==> src/rtl/block_pe_param_if.sv <==
// rtl/block_pe_param_if.sv - PE data channel bundle: per-channel inputs with valids, result with valid.
interface block_pe_param_if #(
   parameter int WIDTH  = 32,
   parameter int NUM_IN = 2
);
   logic [NUM_IN*WIDTH-1:0] in_data;
   logic [NUM_IN-1:0]       in_valid;
   logic [WIDTH-1:0]        out0;
   logic                    out_valid;

   modport master (output in_data, output in_valid, input out0, input out_valid);
   modport slave  (input in_data, input in_valid, output out0, output out_valid);
endinterface

==> src/rtl/block_pe_param.sv <==
// rtl/block_pe_param.sv - parametrised CGRA PE: operand crossbar, ALU with MAC, DEPTH-word memory.
// Configuration arrives over a serial scan chain clocked by the datapath clock.
module block_pe_param #(
   parameter int WIDTH  = 32,
   parameter int NUM_IN = 2,
   parameter int DEPTH  = 16
) (
   input  logic              clk,
   input  logic              reset,
   input  logic              config_en,
   input  logic              config_in,
   output logic              config_out,
   block_pe_param_if.slave   pe
);
   localparam int AW    = $clog2(DEPTH);
   localparam int SELW  = $clog2(NUM_IN + 2);
   localparam int CFG_W = 4 * SELW + 4 + 1 + 2 + 1;
   localparam int NSRC  = NUM_IN + 2;

   logic [CFG_W-1:0] cfg_q;
   logic [WIDTH-1:0] alu_q, alu_d, acc_q, acc_d, mem_q, out_q;
   logic             alu_v_q, alu_v_d, mem_v_q, out_v_q;
   logic [WIDTH-1:0] mem [DEPTH];

   logic [SELW-1:0] sel_a, sel_b, sel_addr, sel_data;
   logic [3:0]      alu_op;
   logic            mem_we, out_reg;
   logic [1:0]      out_sel;

   assign sel_a    = cfg_q[0*SELW +: SELW];
   assign sel_b    = cfg_q[1*SELW +: SELW];
   assign sel_addr = cfg_q[2*SELW +: SELW];
   assign sel_data = cfg_q[3*SELW +: SELW];
   assign alu_op   = cfg_q[4*SELW +: 4];
   assign mem_we   = cfg_q[4*SELW + 4];
   assign out_sel  = cfg_q[4*SELW + 5 +: 2];
   assign out_reg  = cfg_q[4*SELW + 7];
   assign config_out = cfg_q[0];

   // Crossbar sources: external channels, then the two feedback registers.
   logic [NSRC-1:0][WIDTH-1:0] src_d;
   logic [NSRC-1:0]            src_v;

   always_comb begin
      src_d = '0;
      src_v = '0;
      for (int i = 0; i < NUM_IN; i++) begin
         src_d[i] = pe.in_data[i*WIDTH +: WIDTH];
         src_v[i] = pe.in_valid[i];
      end
      src_d[NUM_IN]     = alu_q;
      src_v[NUM_IN]     = alu_v_q;
      src_d[NUM_IN + 1] = mem_q;
      src_v[NUM_IN + 1] = mem_v_q;
   end

   function automatic logic [WIDTH:0] pick(input logic [SELW-1:0] s,
                                           input logic [NSRC-1:0][WIDTH-1:0] d,
                                           input logic [NSRC-1:0] v);
      if (32'(s) < NSRC) return {v[s], d[s]};
      return {1'b1, {WIDTH{1'b0}}};
   endfunction

   logic [WIDTH-1:0] a_op, b_op, addr_op, data_op;
   logic             v_a, v_b, v_addr, v_data;
   logic             fire, mfire, mem_wr, mem_rd;
   logic [AW-1:0]    mem_addr;

   assign {v_a, a_op}       = pick(sel_a, src_d, src_v);
   assign {v_b, b_op}       = pick(sel_b, src_d, src_v);
   assign {v_addr, addr_op} = pick(sel_addr, src_d, src_v);
   assign {v_data, data_op} = pick(sel_data, src_d, src_v);

   assign fire     = v_a & v_b & ~config_en;
   assign mfire    = v_addr & v_data & ~config_en;
   assign mem_addr = addr_op[AW-1:0];
   assign mem_wr   = mem_we & mfire;
   assign mem_rd   = ~mem_we & v_addr & ~config_en;

   // Upper address bits are intentionally ignored so addresses wrap.
   logic unused_addr_bits;
   assign unused_addr_bits = &{1'b0, addr_op[WIDTH-1:AW]};

   always_comb begin
      alu_d   = alu_q;
      acc_d   = acc_q;
      alu_v_d = 1'b0;
      if (fire) begin
         alu_v_d = 1'b1;
         case (alu_op)
            4'd0:    alu_d = a_op + b_op;
            4'd1:    alu_d = a_op - b_op;
            4'd2:    alu_d = a_op & b_op;
            4'd3:    alu_d = a_op | b_op;
            4'd4:    alu_d = a_op ^ b_op;
            4'd5:    alu_d = a_op << b_op;
            4'd6:    alu_d = a_op >> b_op;
            4'd7:    alu_d = a_op * b_op;
            4'd8: begin
               acc_d = acc_q + a_op * b_op;
               alu_d = acc_d;
            end
            4'd9:    alu_d = {{(WIDTH-1){1'b0}}, ($signed(a_op) < $signed(b_op))};
            4'd10: begin
               acc_d = '0;
               alu_d = a_op;
            end
            default: alu_d = a_op;
         endcase
      end
   end

   logic [WIDTH-1:0] mux_d;
   logic             mux_v;

   always_comb begin
      mux_d = '0;
      mux_v = 1'b0;
      case (out_sel)
         2'd0:    begin mux_d = alu_q; mux_v = alu_v_q; end
         2'd1:    begin mux_d = mem_q; mux_v = mem_v_q; end
         2'd2:    begin mux_d = a_op;  mux_v = v_a;     end
         default: begin mux_d = '0;    mux_v = 1'b0;    end
      endcase
   end

   always_ff @(posedge clk) begin
      if (mem_wr) mem[mem_addr] <= data_op;
   end

   always_ff @(posedge clk or posedge reset) begin
      if (reset) begin
         cfg_q   <= '0;
         acc_q   <= '0;
         alu_q   <= '0;
         alu_v_q <= 1'b0;
         mem_q   <= '0;
         mem_v_q <= 1'b0;
         out_q   <= '0;
         out_v_q <= 1'b0;
      end else begin
         if (config_en) cfg_q <= {config_in, cfg_q[CFG_W-1:1]};
         acc_q   <= acc_d;
         alu_q   <= alu_d;
         alu_v_q <= alu_v_d;
         if (mem_rd) mem_q <= mem[mem_addr];
         mem_v_q <= mem_rd;
         if (!config_en) out_q <= mux_d;
         out_v_q <= mux_v & ~config_en;
      end
   end

   assign pe.out0      = out_reg ? out_q : mux_d;
   assign pe.out_valid = (out_reg ? out_v_q : mux_v) & ~config_en;
endmodule
==> src/flat_wrapper.sv <==
// flat-port wrapper written by rule: the top's interface ports become plain ports
module block_pe_param_flat 
#(
   parameter int WIDTH  = 32,
   parameter int NUM_IN = 2,
   parameter int DEPTH  = 16
)
  (clk, reset, config_en, config_in, config_out, pe_in_data, pe_in_valid, pe_out0, pe_out_valid);
  block_pe_param_if #(.WIDTH(WIDTH), .NUM_IN(NUM_IN)) pe_i ();
  input  logic clk;
  input  logic reset;
  input  logic config_en;
  input  logic config_in;
  output logic config_out;
  input wire logic [$bits(pe_i.in_data)-1:0] pe_in_data;
  input wire logic [$bits(pe_i.in_valid)-1:0] pe_in_valid;
  output wire logic [$bits(pe_i.out0)-1:0] pe_out0;
  output wire logic [$bits(pe_i.out_valid)-1:0] pe_out_valid;
  assign pe_i.in_data = pe_in_data;
  assign pe_i.in_valid = pe_in_valid;
  assign pe_out0 = pe_i.out0;
  assign pe_out_valid = pe_i.out_valid;
  block_pe_param #(.WIDTH(WIDTH), .NUM_IN(NUM_IN), .DEPTH(DEPTH)) u_core (.clk(clk), .reset(reset), .config_en(config_en), .config_in(config_in), .config_out(config_out), .pe(pe_i));
endmodule
==> config.mk <==
export PLATFORM = sky130hd
export DESIGN_NAME = block_pe_param_flat
export DESIGN_NICKNAME = d
export VERILOG_FILES = /design/src/rtl/block_pe_param_if.sv /design/src/rtl/block_pe_param.sv /design/src/flat_wrapper.sv
export SDC_FILE = /design/constraint.sdc
export NUM_CORES = 2
export LEC_CHECK = 0
export ABC_AREA = 1
export CAP_MARGIN = 0
export CORE_AREA = 2 2 410 311
export CTS_CLUSTER_SIZE = 24
export DETAILED_ROUTE_END_ITERATION = 10
export DIE_AREA = 0 0 412 313
export PLACE_DENSITY = 0.58
export SETUP_SLACK_MARGIN = 0.3
export SLEW_MARGIN = 20
export SYNTH_ARGS = -nofsm -noshare
export SYNTH_HDL_FRONTEND = slang
export SYNTH_SLANG_ARGS = --single-unit
==> constraint.sdc <==
create_clock -name clk -period 10.55 [get_ports clk]
set_clock_uncertainty 0.1 [all_clocks]
set_input_delay 2.11 -clock clk [delete_from_list [all_inputs] [get_ports clk]]
set_output_delay 2.11 -clock clk [all_outputs]
set_load 0.01 [all_outputs]
==> impl_metrics.yaml <==
synth:
  synth-async-reset-ratio_pct: 22.3
  synth_top_family_by_area: "simple AND/OR/NAND/NOR gates"
  synth_compound_area_share_pct: 12.4
  synth_top_area_cell: "edfxtp_1"
  synth_flop_cell: "edfxtp_1"
  yosysTopAreaCellShare_pct: 27.5
  syn_inst: 6951
  yosysUniqueCellTypes: 56
  ys_seq_area_share_pct: 34.1
  syn_nets: 7683
  synth-simple-area-share_pct: 23.5
  synthAdderAreaFrac_pct: 20.4
  synthMuxAreaShare_pct: 0
  syn_avg_cell_area_sq_um: 8.04
  netlist_top_cells_area: "edfxtp_1 28%, fa_1 15%, nand2_1 12%"
  syn_area_sq_um: 55900
  synth-edff-count: 512
  ys_ff_latch: 659
  synth_xor_area_share_pct: 0.925
  yosysWarnings: 0
floorplanning:
  design.die.area_sq_um: 129000
  die_h_um: 313
  std_cell_rows: 113
  die_x_um: 412
  start_util_pct: 44.6
  core-area_sq_um: 125000
  io_pins: 104
drt:
  drt-pass1-iter-count: 8
  drc: 0
  ant_nets: 0
  wl_per_cell_um: 28.8
  dr_total_vias: 55800
  drt_iter0_markers: 8731
  wirelength_um: 265000
  via_per_inst: 6.07
setup_path:
  crit_start: "pe_in_data[55]"
  worstSetupStartpointType: "input port"
  rr_endpoint: "u_core.acc_q[31]"
  crit_arrival_ns: 10.75
  max_stage_delay_ns: 0.63
  critPathCaptureType: "flop"
  reg2reg_from: "u_core.cfg_q[1]"
  slowest_stage: "fa_2"
  crit_path_frequent_cell: "inv_1"
  r2r_slack_ns: 0.74
  critical_path.endpoint: "u_core.acc_q[31]"
  crit_fanout: 5
  reg2reg_depth: 42
  cp_data_required_time_ns: 11.07
  worst-setup-path-type: "input port to flop"
sta:
  max_freq_mhz: 97.8
  setup_viol: 0
  report.final.slew_viol_count: 0
  min_period_over_period_pct: 97.0
  fin_crit_ns: 10.23
  rsz0062_at_grt: "yes"
  final-hold-violation-count: 0
  worst_pin_slew_ns: 1.28
  max_slew_margin_pct: 14.6
clock_tree:
  clockRootBuffer: "clkbuf_16"
  numCtsBuffers: 71
  clk_latency_ns: 0.72
  ctsHtreeMaxLevel: 3
  path_clk_slew_ns: 0.06
  ctsLongestPathBuffers: 3
  cts.sinks: 659
  cts_tree: "done"
placement:
  gp_congestion: 1.13
  hpwl_um: 201000
  io_buffers: 103
global_route:
  grt-ovfl-total: 0
  grt_max_degree: 110
  antenna_found_initial: 12
  grt_pass1_wl_um: 376000
  grt_pass1_vias: 51800
  grt_usage_pct: 40.5
final_layout:
  post-route-util_pct: 54.0
  final_cell_mix: "1677 x nand2_1, 784 x inv_1, 750 x nand3_1"
  layout_commonest_cell: "nand2_1"
  nets: 8193
  drive_gt1_share_pct: 16.4
  area_growth_pct: 21.2
worst_hold_path:
  worstHoldPathType: "flop to flop"
status:
  status: "completed"
flow_run:
  maxCapViolCount: 0
-- through the flow --
| stage | setup TNS (ns) | instances | worst slack (ns) | hold slack [ns] | cell area, sq um |
|---|---|---|---|---|---|
| 3_5_place_dp | -21.81 | 9014 | -1.10 | 0.375 | 63600 |
| 4_1_cts | 0 | 9158 | 0.305 | 0.387 | 66700 |
| 6_report | 0 | 9197 | 0.322 | 0.382 | 67700 |
| 5_1_grt | 0 | 9189 | 0.0516 | 0.435 | 67700 |
| 2_1_floorplan | 0 | 6951 | 0.317 | 0.350 | 56000 |
| 3_3_place_gp | -22.43 | 9013 | -1.08 | 0.374 | 63500 |
-- flip-flops by register name, summed over array words and instances (netlist names) --
signal          count
u_core.mem_v_q      1
u_core.cfg_q       16
u_core.alu_q       32
u_core.out_q       32
u_core.acc_q       32
u_core.alu_v_q      1
u_core.out_v_q      1
u_core.mem_q       32
u_core.mem        512
-- layer usage --
| layer | share of wire [%] | global-route usage (%) | wire [um] |
|---|---|---|---|
| met5 | 0.034 | 0 | 90 |
| met4 | 4.1 | 13.5 | 10800 |
| met3 | 15 | 14.5 | 39900 |
| met2 | 38 | 52.8 | 101000 |
| met1 | 43 | 61.2 | 113000 |
-- cells in the mapped netlist, types with 36 or more instances --
| library cell | n |
|---|---|
| o21ai_1 | 62 |
| o22ai_1 | 94 |
| edfxtp_1 | 512 |
| buf_1 | 73 |
| clkbuf_1 | 279 |
| a31oi_1 | 36 |
| xor2_1 | 39 |
| dfrtp_1 | 147 |
| nand4_1 | 37 |
| buf_2 | 46 |
| nand2_1 | 1729 |
| nand3_1 | 772 |
| a21oi_1 | 292 |
| nor3_1 | 36 |
| ha_1 | 251 |
| fa_1 | 411 |
| nor2_1 | 551 |
| o21ai_0 | 312 |
| inv_1 | 819 |
| a22oi_1 | 155 |
-- worst max-delay path, delay by kind of cell --
| family | cells | cell delay, ns |
|---|---|---|
| AO/OA/AOI/OAI | 2 | 0.19 |
| AND/OR/NAND/NOR | 13 | 1.66 |
| XOR/XNOR | 2 | 0.24 |
| buffers and inverters | 14 | 2.10 |
| adder cells (fa/ha/maj) | 10 | 4.43 |
-- worst min-delay path by stage --
| stage | from | endpoint | slack, ns | depth (start not counted) |
|---|---|---|---|---|
| 4_1_cts | u_core.cfg_q[15] | u_core.cfg_q[14] | 0.39 | 2 |
| 5_1_grt | u_core.cfg_q[15] | u_core.cfg_q[14] | 0.44 | 2 |
| 3_3_place_gp | u_core.cfg_q[15] | u_core.cfg_q[14] | 0.37 | 2 |
| 2_1_floorplan | u_core.cfg_q[15] | u_core.cfg_q[14] | 0.35 | 2 |
| 6_report | u_core.cfg_q[15] | u_core.cfg_q[14] | 0.38 | 2 |
| 3_5_place_dp | u_core.cfg_q[15] | u_core.cfg_q[14] | 0.37 | 2 |
-- logic make-up after synthesis --
kind of cell	after synthesis
simple gates	3169
buf+inv	1255
compound gates	1147
fa+ha+maj	662
flops	659
xor+xnor	59
-- layout make-up --
cell class | instances | area, sq um
clock buffers | 88 | 1890
well taps | 1667 | 2090
flip-flops and latches | 659 | 19100
repair buffers | 847 | 7350
inverters | 845 | 3240
fillers | 12000 | 57600
clock inverters | 44 | 510
multi-input cells | 5037 | 33500
diodes | 10 | 25.0
-- repair_timing --
action                                  in CTS  in global routing
buffers inserted                            12                 28
endpoints found under the setup margin      28                 31
pin swaps                                   56                 84
gates resized for setup                    183                270
hold buffers                                 0                  0
Power is not shown: default switching activity piles up to over one toggle a cycle in this logic, so the estimate is an artifact.
